--- src/rtl/risc_v_mike_pkg.sv ---
// Shared widths, FSM state and FIFO entry type for the risc_v_mike fetch slice.
// Imported by the fetch interface, the response FIFO and the fetch top.
package risc_v_mike_pkg;
   localparam int INSTR_32_W = 32;
   localparam int DATA_32_W  = 32;

   typedef enum logic [1:0] {
      RST   = 2'd0,
      FETCH = 2'd1,
      FLUSH = 2'd2
   } t_fetch_state;

   typedef struct packed {
      logic [INSTR_32_W-1:0] instr;
      logic [DATA_32_W-1:0]  pc;
   } t_fetch_entry;
endpackage

--- src/rtl/risc_v_mike_fetch_if.sv ---
// Fetch-side bundle: instruction-memory request/response plus the decoded-instruction handshake.
// master = fetch unit, slave = memory/downstream environment.
interface risc_v_mike_fetch_if;
   import risc_v_mike_pkg::*;

   logic                  imem_req_valid;
   logic                  imem_req_ready;
   logic [DATA_32_W-1:0]  imem_req_addr;
   logic                  imem_rsp_valid;
   logic [INSTR_32_W-1:0] imem_rsp_data;
   logic [INSTR_32_W-1:0] instruction;
   logic [DATA_32_W-1:0]  instr_pc;
   logic                  instr_valid;
   logic                  instr_ready;
   logic                  pc_src;
   logic [DATA_32_W-1:0]  pc_target;

   modport master (
      output imem_req_valid, imem_req_addr, instruction, instr_pc, instr_valid,
      input  imem_req_ready, imem_rsp_valid, imem_rsp_data, instr_ready, pc_src, pc_target
   );

   modport slave (
      input  imem_req_valid, imem_req_addr, instruction, instr_pc, instr_valid,
      output imem_req_ready, imem_rsp_valid, imem_rsp_data, instr_ready, pc_src, pc_target
   );
endinterface

--- src/rtl/risc_v_mike_fetch_fifo.sv ---
// Two-entry in-order buffer of {instruction, pc}; registered, so a push is visible next cycle.
// No full check: the fetch top never has more than two words in flight or buffered.
module risc_v_mike_fetch_fifo
   import risc_v_mike_pkg::*;
(
   input  logic         clk,
   input  logic         rst_n,
   input  logic         i_push,
   input  t_fetch_entry i_push_dat,
   input  logic         i_pop,
   input  logic         i_clr,
   output t_fetch_entry o_head,
   output logic         o_vld,
   output logic [1:0]   o_cnt
);
   t_fetch_entry r_mem [2];
   logic         r_rd_ptr;
   logic         r_wr_ptr;
   logic [1:0]   r_cnt;

   always_ff @(posedge clk or negedge rst_n) begin
      if (!rst_n) begin
         r_mem[0] <= '0;
         r_mem[1] <= '0;
         r_rd_ptr <= 1'b0;
         r_wr_ptr <= 1'b0;
         r_cnt    <= 2'd0;
      end else if (i_clr) begin
         r_rd_ptr <= 1'b0;
         r_wr_ptr <= 1'b0;
         r_cnt    <= 2'd0;
      end else begin
         if (i_push) begin
            r_mem[r_wr_ptr] <= i_push_dat;
            r_wr_ptr        <= ~r_wr_ptr;
         end
         if (i_pop) begin
            r_rd_ptr <= ~r_rd_ptr;
         end
         r_cnt <= r_cnt + {1'b0, i_push} - {1'b0, i_pop};
      end
   end

   assign o_head = r_mem[r_rd_ptr];
   assign o_vld  = (r_cnt != 2'd0);
   assign o_cnt  = r_cnt;
endmodule

--- src/rtl/risc_v_mike_fetch.sv ---
// Fetch unit: PC, request issue, redirect/flush FSM; response reaches instr_valid one cycle later.
// At most two words in flight+buffered; optional perf counters via RISC_V_MIKE_FETCH_PERF_EN.
module risc_v_mike_fetch
   import risc_v_mike_pkg::*;
#(
   parameter logic [DATA_32_W-1:0] RESET_PC = 32'h0000_0000
) (
   input  logic                 clk,
   input  logic                 rst_n,
   risc_v_mike_fetch_if.master  bus
`ifdef RISC_V_MIKE_FETCH_PERF_EN
   ,
   output logic [DATA_32_W-1:0] perf_fetch_cnt,
   output logic [DATA_32_W-1:0] perf_flush_cnt
`endif
);
   t_fetch_state         r_state;
   t_fetch_state         w_state_nxt;
   logic [DATA_32_W-1:0] r_pc;
   logic [1:0]           r_outstanding;
   logic [1:0]           r_drop;
   logic [1:0]           w_fifo_cnt;
   logic                 w_fifo_vld;
   logic                 w_req_hs;
   logic                 w_rsp;
   logic                 w_pop;
   logic                 w_redirect;
   logic                 w_push;
   logic                 w_can_req;
   logic [DATA_32_W-1:0] w_target;
   logic [DATA_32_W-1:0] w_rsp_pc;
   t_fetch_entry         w_push_dat;
   t_fetch_entry         w_head;

   assign w_req_hs   = bus.imem_req_valid & bus.imem_req_ready;
   assign w_rsp      = bus.imem_rsp_valid & (r_outstanding != 2'd0);
   assign w_pop      = w_fifo_vld & bus.instr_ready;
   assign w_redirect = bus.pc_src & (r_state != RST);
   assign w_target   = bus.pc_target & 32'hFFFF_FFFC;
   assign w_can_req  = ({1'b0, r_outstanding} + {1'b0, w_fifo_cnt}) < 3'd2;
   // Requests since the last redirect are sequential, so the oldest one sits outstanding*4 behind PC.
   assign w_rsp_pc   = r_pc - {{(DATA_32_W-4){1'b0}}, r_outstanding, 2'b00};
   assign w_push     = w_rsp & (r_state == FETCH) & ~bus.pc_src;
   assign w_push_dat = '{instr: bus.imem_rsp_data, pc: w_rsp_pc};

   risc_v_mike_fetch_fifo u_fifo (
      .clk        (clk),
      .rst_n      (rst_n),
      .i_push     (w_push),
      .i_push_dat (w_push_dat),
      .i_pop      (w_pop),
      .i_clr      (w_redirect),
      .o_head     (w_head),
      .o_vld      (w_fifo_vld),
      .o_cnt      (w_fifo_cnt)
   );

   always_ff @(posedge clk or negedge rst_n) begin
      if (!rst_n) r_state <= RST;
      else        r_state <= w_state_nxt;
   end

   always_comb begin
      w_state_nxt = r_state;
      case (r_state)
         RST:     w_state_nxt = FETCH;
         FETCH:   if (bus.pc_src && r_outstanding != 2'd0) w_state_nxt = FLUSH;
         FLUSH:   if (r_drop == 2'd0 || (r_drop == 2'd1 && w_rsp)) w_state_nxt = FETCH;
         default: w_state_nxt = RST;
      endcase
   end

   always_comb begin
      bus.imem_req_valid = (r_state == FETCH) & ~bus.pc_src & w_can_req;
   end

   assign bus.imem_req_addr = r_pc;
   assign bus.instr_valid   = w_fifo_vld;
   assign bus.instruction   = w_head.instr;
   assign bus.instr_pc      = w_head.pc;

   always_ff @(posedge clk or negedge rst_n) begin
      if (!rst_n) begin
         r_pc          <= RESET_PC;
         r_outstanding <= 2'd0;
         r_drop        <= 2'd0;
      end else begin
         r_outstanding <= r_outstanding + {1'b0, w_req_hs} - {1'b0, w_rsp};
         if (w_redirect)    r_pc <= w_target;
         else if (w_req_hs) r_pc <= r_pc + 32'd4;
         // A response landing on the redirect cycle is discarded with the cleared FIFO.
         if (w_redirect && r_state == FETCH)
            r_drop <= r_outstanding - {1'b0, w_rsp};
         else if (r_state == FLUSH && w_rsp && r_drop != 2'd0)
            r_drop <= r_drop - 2'd1;
      end
   end

`ifdef RISC_V_MIKE_FETCH_PERF_EN
   always_ff @(posedge clk or negedge rst_n) begin
      if (!rst_n) begin
         perf_fetch_cnt <= '0;
         perf_flush_cnt <= '0;
      end else begin
         if (w_pop)      perf_fetch_cnt <= perf_fetch_cnt + 32'd1;
         if (w_redirect) perf_flush_cnt <= perf_flush_cnt + 32'd1;
      end
   end
`endif
endmodule

--- src/flat_wrapper.sv ---
// flat-port wrapper written by rule: the top's interface ports become plain ports
module risc_v_mike_fetch_flat import risc_v_mike_pkg::*;
#(
   parameter logic [DATA_32_W-1:0] RESET_PC = 32'h0000_0000
)
  (clk, rst_n, bus_imem_req_valid, bus_imem_req_addr, bus_instruction, bus_instr_pc, bus_instr_valid, bus_imem_req_ready, bus_imem_rsp_valid, bus_imem_rsp_data, bus_instr_ready, bus_pc_src, bus_pc_target);
  risc_v_mike_fetch_if bus_i ();
  input  logic clk;
  input  logic rst_n;
  output wire logic [$bits(bus_i.imem_req_valid)-1:0] bus_imem_req_valid;
  output wire logic [$bits(bus_i.imem_req_addr)-1:0] bus_imem_req_addr;
  output wire logic [$bits(bus_i.instruction)-1:0] bus_instruction;
  output wire logic [$bits(bus_i.instr_pc)-1:0] bus_instr_pc;
  output wire logic [$bits(bus_i.instr_valid)-1:0] bus_instr_valid;
  input wire logic [$bits(bus_i.imem_req_ready)-1:0] bus_imem_req_ready;
  input wire logic [$bits(bus_i.imem_rsp_valid)-1:0] bus_imem_rsp_valid;
  input wire logic [$bits(bus_i.imem_rsp_data)-1:0] bus_imem_rsp_data;
  input wire logic [$bits(bus_i.instr_ready)-1:0] bus_instr_ready;
  input wire logic [$bits(bus_i.pc_src)-1:0] bus_pc_src;
  input wire logic [$bits(bus_i.pc_target)-1:0] bus_pc_target;
  assign bus_imem_req_valid = bus_i.imem_req_valid;
  assign bus_imem_req_addr = bus_i.imem_req_addr;
  assign bus_instruction = bus_i.instruction;
  assign bus_instr_pc = bus_i.instr_pc;
  assign bus_instr_valid = bus_i.instr_valid;
  assign bus_i.imem_req_ready = bus_imem_req_ready;
  assign bus_i.imem_rsp_valid = bus_imem_rsp_valid;
  assign bus_i.imem_rsp_data = bus_imem_rsp_data;
  assign bus_i.instr_ready = bus_instr_ready;
  assign bus_i.pc_src = bus_pc_src;
  assign bus_i.pc_target = bus_pc_target;
  risc_v_mike_fetch #(.RESET_PC(RESET_PC)) u_core (.clk(clk), .rst_n(rst_n), .bus(bus_i));
endmodule
--- config.mk ---
export PLATFORM = sky130hd
export DESIGN_NAME = risc_v_mike_fetch_flat
export DESIGN_NICKNAME = d
export VERILOG_FILES = /design/src/rtl/risc_v_mike_pkg.sv /design/src/rtl/risc_v_mike_fetch_if.sv /design/src/rtl/risc_v_mike_fetch_fifo.sv /design/src/rtl/risc_v_mike_fetch.sv /design/src/flat_wrapper.sv
export SDC_FILE = /design/constraint.sdc
export NUM_CORES = 1
export LEC_CHECK = 0
export CORE_MARGIN = 4
export CORE_UTILIZATION = 35
export CTS_CLUSTER_SIZE = 30
export DETAILED_ROUTE_END_ITERATION = 8
export MAX_ROUTING_LAYER = met4
export PLACE_DENSITY = 0.57
export SLEW_MARGIN = 20
export SYNTH_ARGS = -nofsm -noshare
export SYNTH_HDL_FRONTEND = slang
export SYNTH_HIERARCHICAL = 1
export SYNTH_SLANG_ARGS = --single-unit
export TNS_END_PERCENT = 100
--- constraint.sdc ---
create_clock -name clk -period 2.8 [get_ports clk]
set_clock_uncertainty 0.1 [all_clocks]
set_input_delay 0.28 -clock clk [delete_from_list [all_inputs] [get_ports clk]]
set_output_delay 0.28 -clock clk [all_outputs]
set_load 0.02 [all_outputs]
==> flow_summary.ini <==
[yosys]
synth-async-reset-ratio_pct = 100
synth.largest_area_cell = dfrtp_1
synth_cells = 750
yosys_most_used_dff = dfrtp_1
ys_seq_elements = 168
yosysWarnings = 6
ys_top_cells_by_area = dfrtp_1 (45%), mux2_2 (16%), mux2_4 (9.7%)
synthTopCellsByCount = dfrtp_1 (168), mux2_2 (128), mux2_4 (60)
netlist_area_mm2 = 0.00925
synth-edff-count = 0
synth_seq_area_share_pct = 45.5
synth_cell_types = 71
synth.avg_cell_area_um2 = 12.3
synth_top_area_share_pct = 45.5
synth.most_common_cell = dfrtp_1

[cells_and_area]
antenna_cells = 0
drive_gt1_share_pct = 31.5
area_delta_synth_final_pct = 30.3
nets = 1012

[sta]
fmax_mhz = 375
slew_headroom_pct = 48.4
slew_viol_final = 0
tightest_slew_ns = 0.766
fin_crit_sh_pct = 95.1
worst_slack_ns = 0.137
hold_viol_final = 0
rsz0062_at_grt = false
min_period_ns = 2.66
setup_violations = 0
holdWs_ns = 0.309

[setup_path]
path_max_fanout = 15
crit_slowest_cell = fa_1
critPathMostFrequentCell = inv_2
worstPathRequired_ns = 3.02
crit_chain = and2_4 -> fa_1 -> or3b_4 -> nor2_8 -> inv_2 -> ha_4 -> inv_2 -> ha_2 -> xnor2_2 -> xnor2_1
end_kind = flip-flop
critPathMaxStageDelay_ns = 0.47
cp-start-kind = flip-flop
path_class = flip-flop to flip-flop
cp.arrival_ns = 2.88

[run]
cap_violations = 0

[global_routing]
gr-total-overflow = 0
antenna_found_initial = 0
grt_pass1_wl_mm = 37.6
grt.total_usage_pct = 16.8
grt_pass1_vias = 6659
grt_start_max_net_pins = 70

[power]
peakVddDrop_uv = 379
p_int_mw = 4.40
p_sw_mw = 1.56
power_frac_clock_pct = 43.4
power_density_mw_per_mm2 = 495
seq_power_share_pct = 43.1
p_leak_nw = 5.57
power_frac_comb_pct = 13.6
p_sw_share_pct = 26.1

[floorplanning]
die_area_mm2 = 0.0291
initial_utilization_pct = 35.5
die_width_um = 171
pin_count = 168
coreArea_mm2 = 0.0261
die_h_um = 171
rows = 59

[clocking]
numCtsBuffers = 17
clkLatencyLatePin_ns = 0.43
cts_sinks = 168
htreeDepth = 4
clkTransAtPathRegs_ns = 0.07
clock_path_buffers = 2
post-cts-setup-buffer-count = 0
cts_tree = yes
cts_root_buf = clkbuf_16

[run_status]
status = completed

[drt]
viasPerCell = 5.18
post_drt_wl_per_cell_um = 18.5
drt-total-wl_mm = 23.7
num_vias = 6615
drcViolationCount = 0
first_iter_violations = 407
drtPass1Iterations = 5
ant_nets = 0

[placed_design]
dp_slack_ns = 0.0823
port_buffers = 163
place_congestion = 0.883
hpwl_mm = 16.7

[hold_path]
worst_hold_path_type = input port to flip-flop
[logic make-up (layout without fill, tap and decap cells)]
logic type | after synthesis | count (layout) | share of synthesized area, %
AOI/OAI and AO/OA | 66 | 66 | 5.24
other | 1 | 6 | 0.0406
xor gates and xnor gates | 40 | 40 | 3.94
muxes | 195 | 195 | 26.2
and+or+nand+nor | 189 | 189 | 11.8
DFF | 168 | 168 | 45.5
buffers and inverters | 79 | 267 | 5.59
adders and majority gates | 12 | 12 | 1.79
[area by class of cell]
class	count	area (um^2)
Fill cell	2397	14000
Multi-Input combinational cell	508	4580
Sequential cell	168	4210
Timing Repair Buffer	215	2120
Clock buffer	20	457
Tap cell	335	419
Clock inverter	12	188
Inverter	20	75.1
[power by group through the flow]
stage	sequential, mW	combinational (mW)	clock, mW
6_report	2.57	0.809	2.59
5_1_grt	2.58	0.878	2.78
4_1_cts	2.56	0.816	2.67
3_5_place_dp	2.61	0.810	0
3_3_place_gp	2.61	0.808	0
2_1_floorplan	2.62	0.398	0
[state kept, by name, summed over array words and instances, names as in the netlist]
name / cells
u_core/r_state: 2
u_core/r_outstanding: 2
u_core/u_fifo/r_wr_ptr: 1
u_core/u_fifo/r_rd_ptr: 1
u_core/r_drop: 2
u_core/u_fifo/o_cnt: 2
u_core/bus.imem_req_addr: 30
u_core/u_fifo/r_mem: 128
[repair_timing]
action	in CTS	in global routing
endpoints found under the hold margin	64	0
resized for setup	1	1
setup endpoints to repair	1	1
hold buffers	1	0
[layout by cell type (no fill, tap or decap), drive strengths merged, types with 19 or more instances in the layout]
cell type,n
nor4,24
mux2,193
nor3,20
nand3,19
inv,23
nor2,35
xor2,21
dfrtp,168
clkbuf,20
clkdlybuf4s50,161
buf,52
nand2,34
[path summary, 6_finish.rpt]
path                                                from                           to  slack, ns  depth (start not counted)
worst min register to register  u_core/u_fifo/r_mem[116]     u_core/u_fifo/r_mem[116]       0.39                          1
worst max register to register    u_core/u_fifo/o_cnt[0]      u_core/r_outstanding[1]       0.14                         10
min in group asynchronous                          rst_n      u_core/u_fifo/r_mem[62]       0.33                          2
worst min-delay path                    bus_pc_target[7]  u_core/bus.imem_req_addr[7]       0.31                          3
max in group asynchronous                          rst_n      u_core/u_fifo/r_mem[93]       1.53                          3
worst max-delay path              u_core/u_fifo/o_cnt[0]      u_core/r_outstanding[1]       0.14                         10
[critical path, delay by kind of cell, from the launching register on]
family | cells | cell delay, ns
buffers and inverters | 2 | 0.17
flip-flops | 1 | 0.40
adder cells (fa/ha/maj) | 3 | 0.94
XOR/XNOR | 2 | 0.25
AND/OR/NAND/NOR | 3 | 0.70
[per-stage QoR]
step,power (mW),setup TNS [ns],instance area (um^2),util (%),cells
2_1_floorplan,3.01,-0.165,9300,-,755
3_3_place_gp,3.42,0,11400,43.7,1245
3_5_place_dp,3.42,0,11400,43.7,1245
4_1_cts,6.05,0,12000,46.2,1278
5_1_grt,6.23,0,12100,46.2,1278
6_report,5.96,0,12100,46.2,1278
[per-layer routing]
layer	vias to the layer above	routed length (um)	track usage (%)
met3	25	1300	3.28
met4	0	316	3.75
met1	3272	11700	24.2
met5	-	0	-
met2	241	10400	24.6
li1	3077	-	-
Note: power is estimated with default switching activity, not from simulation.
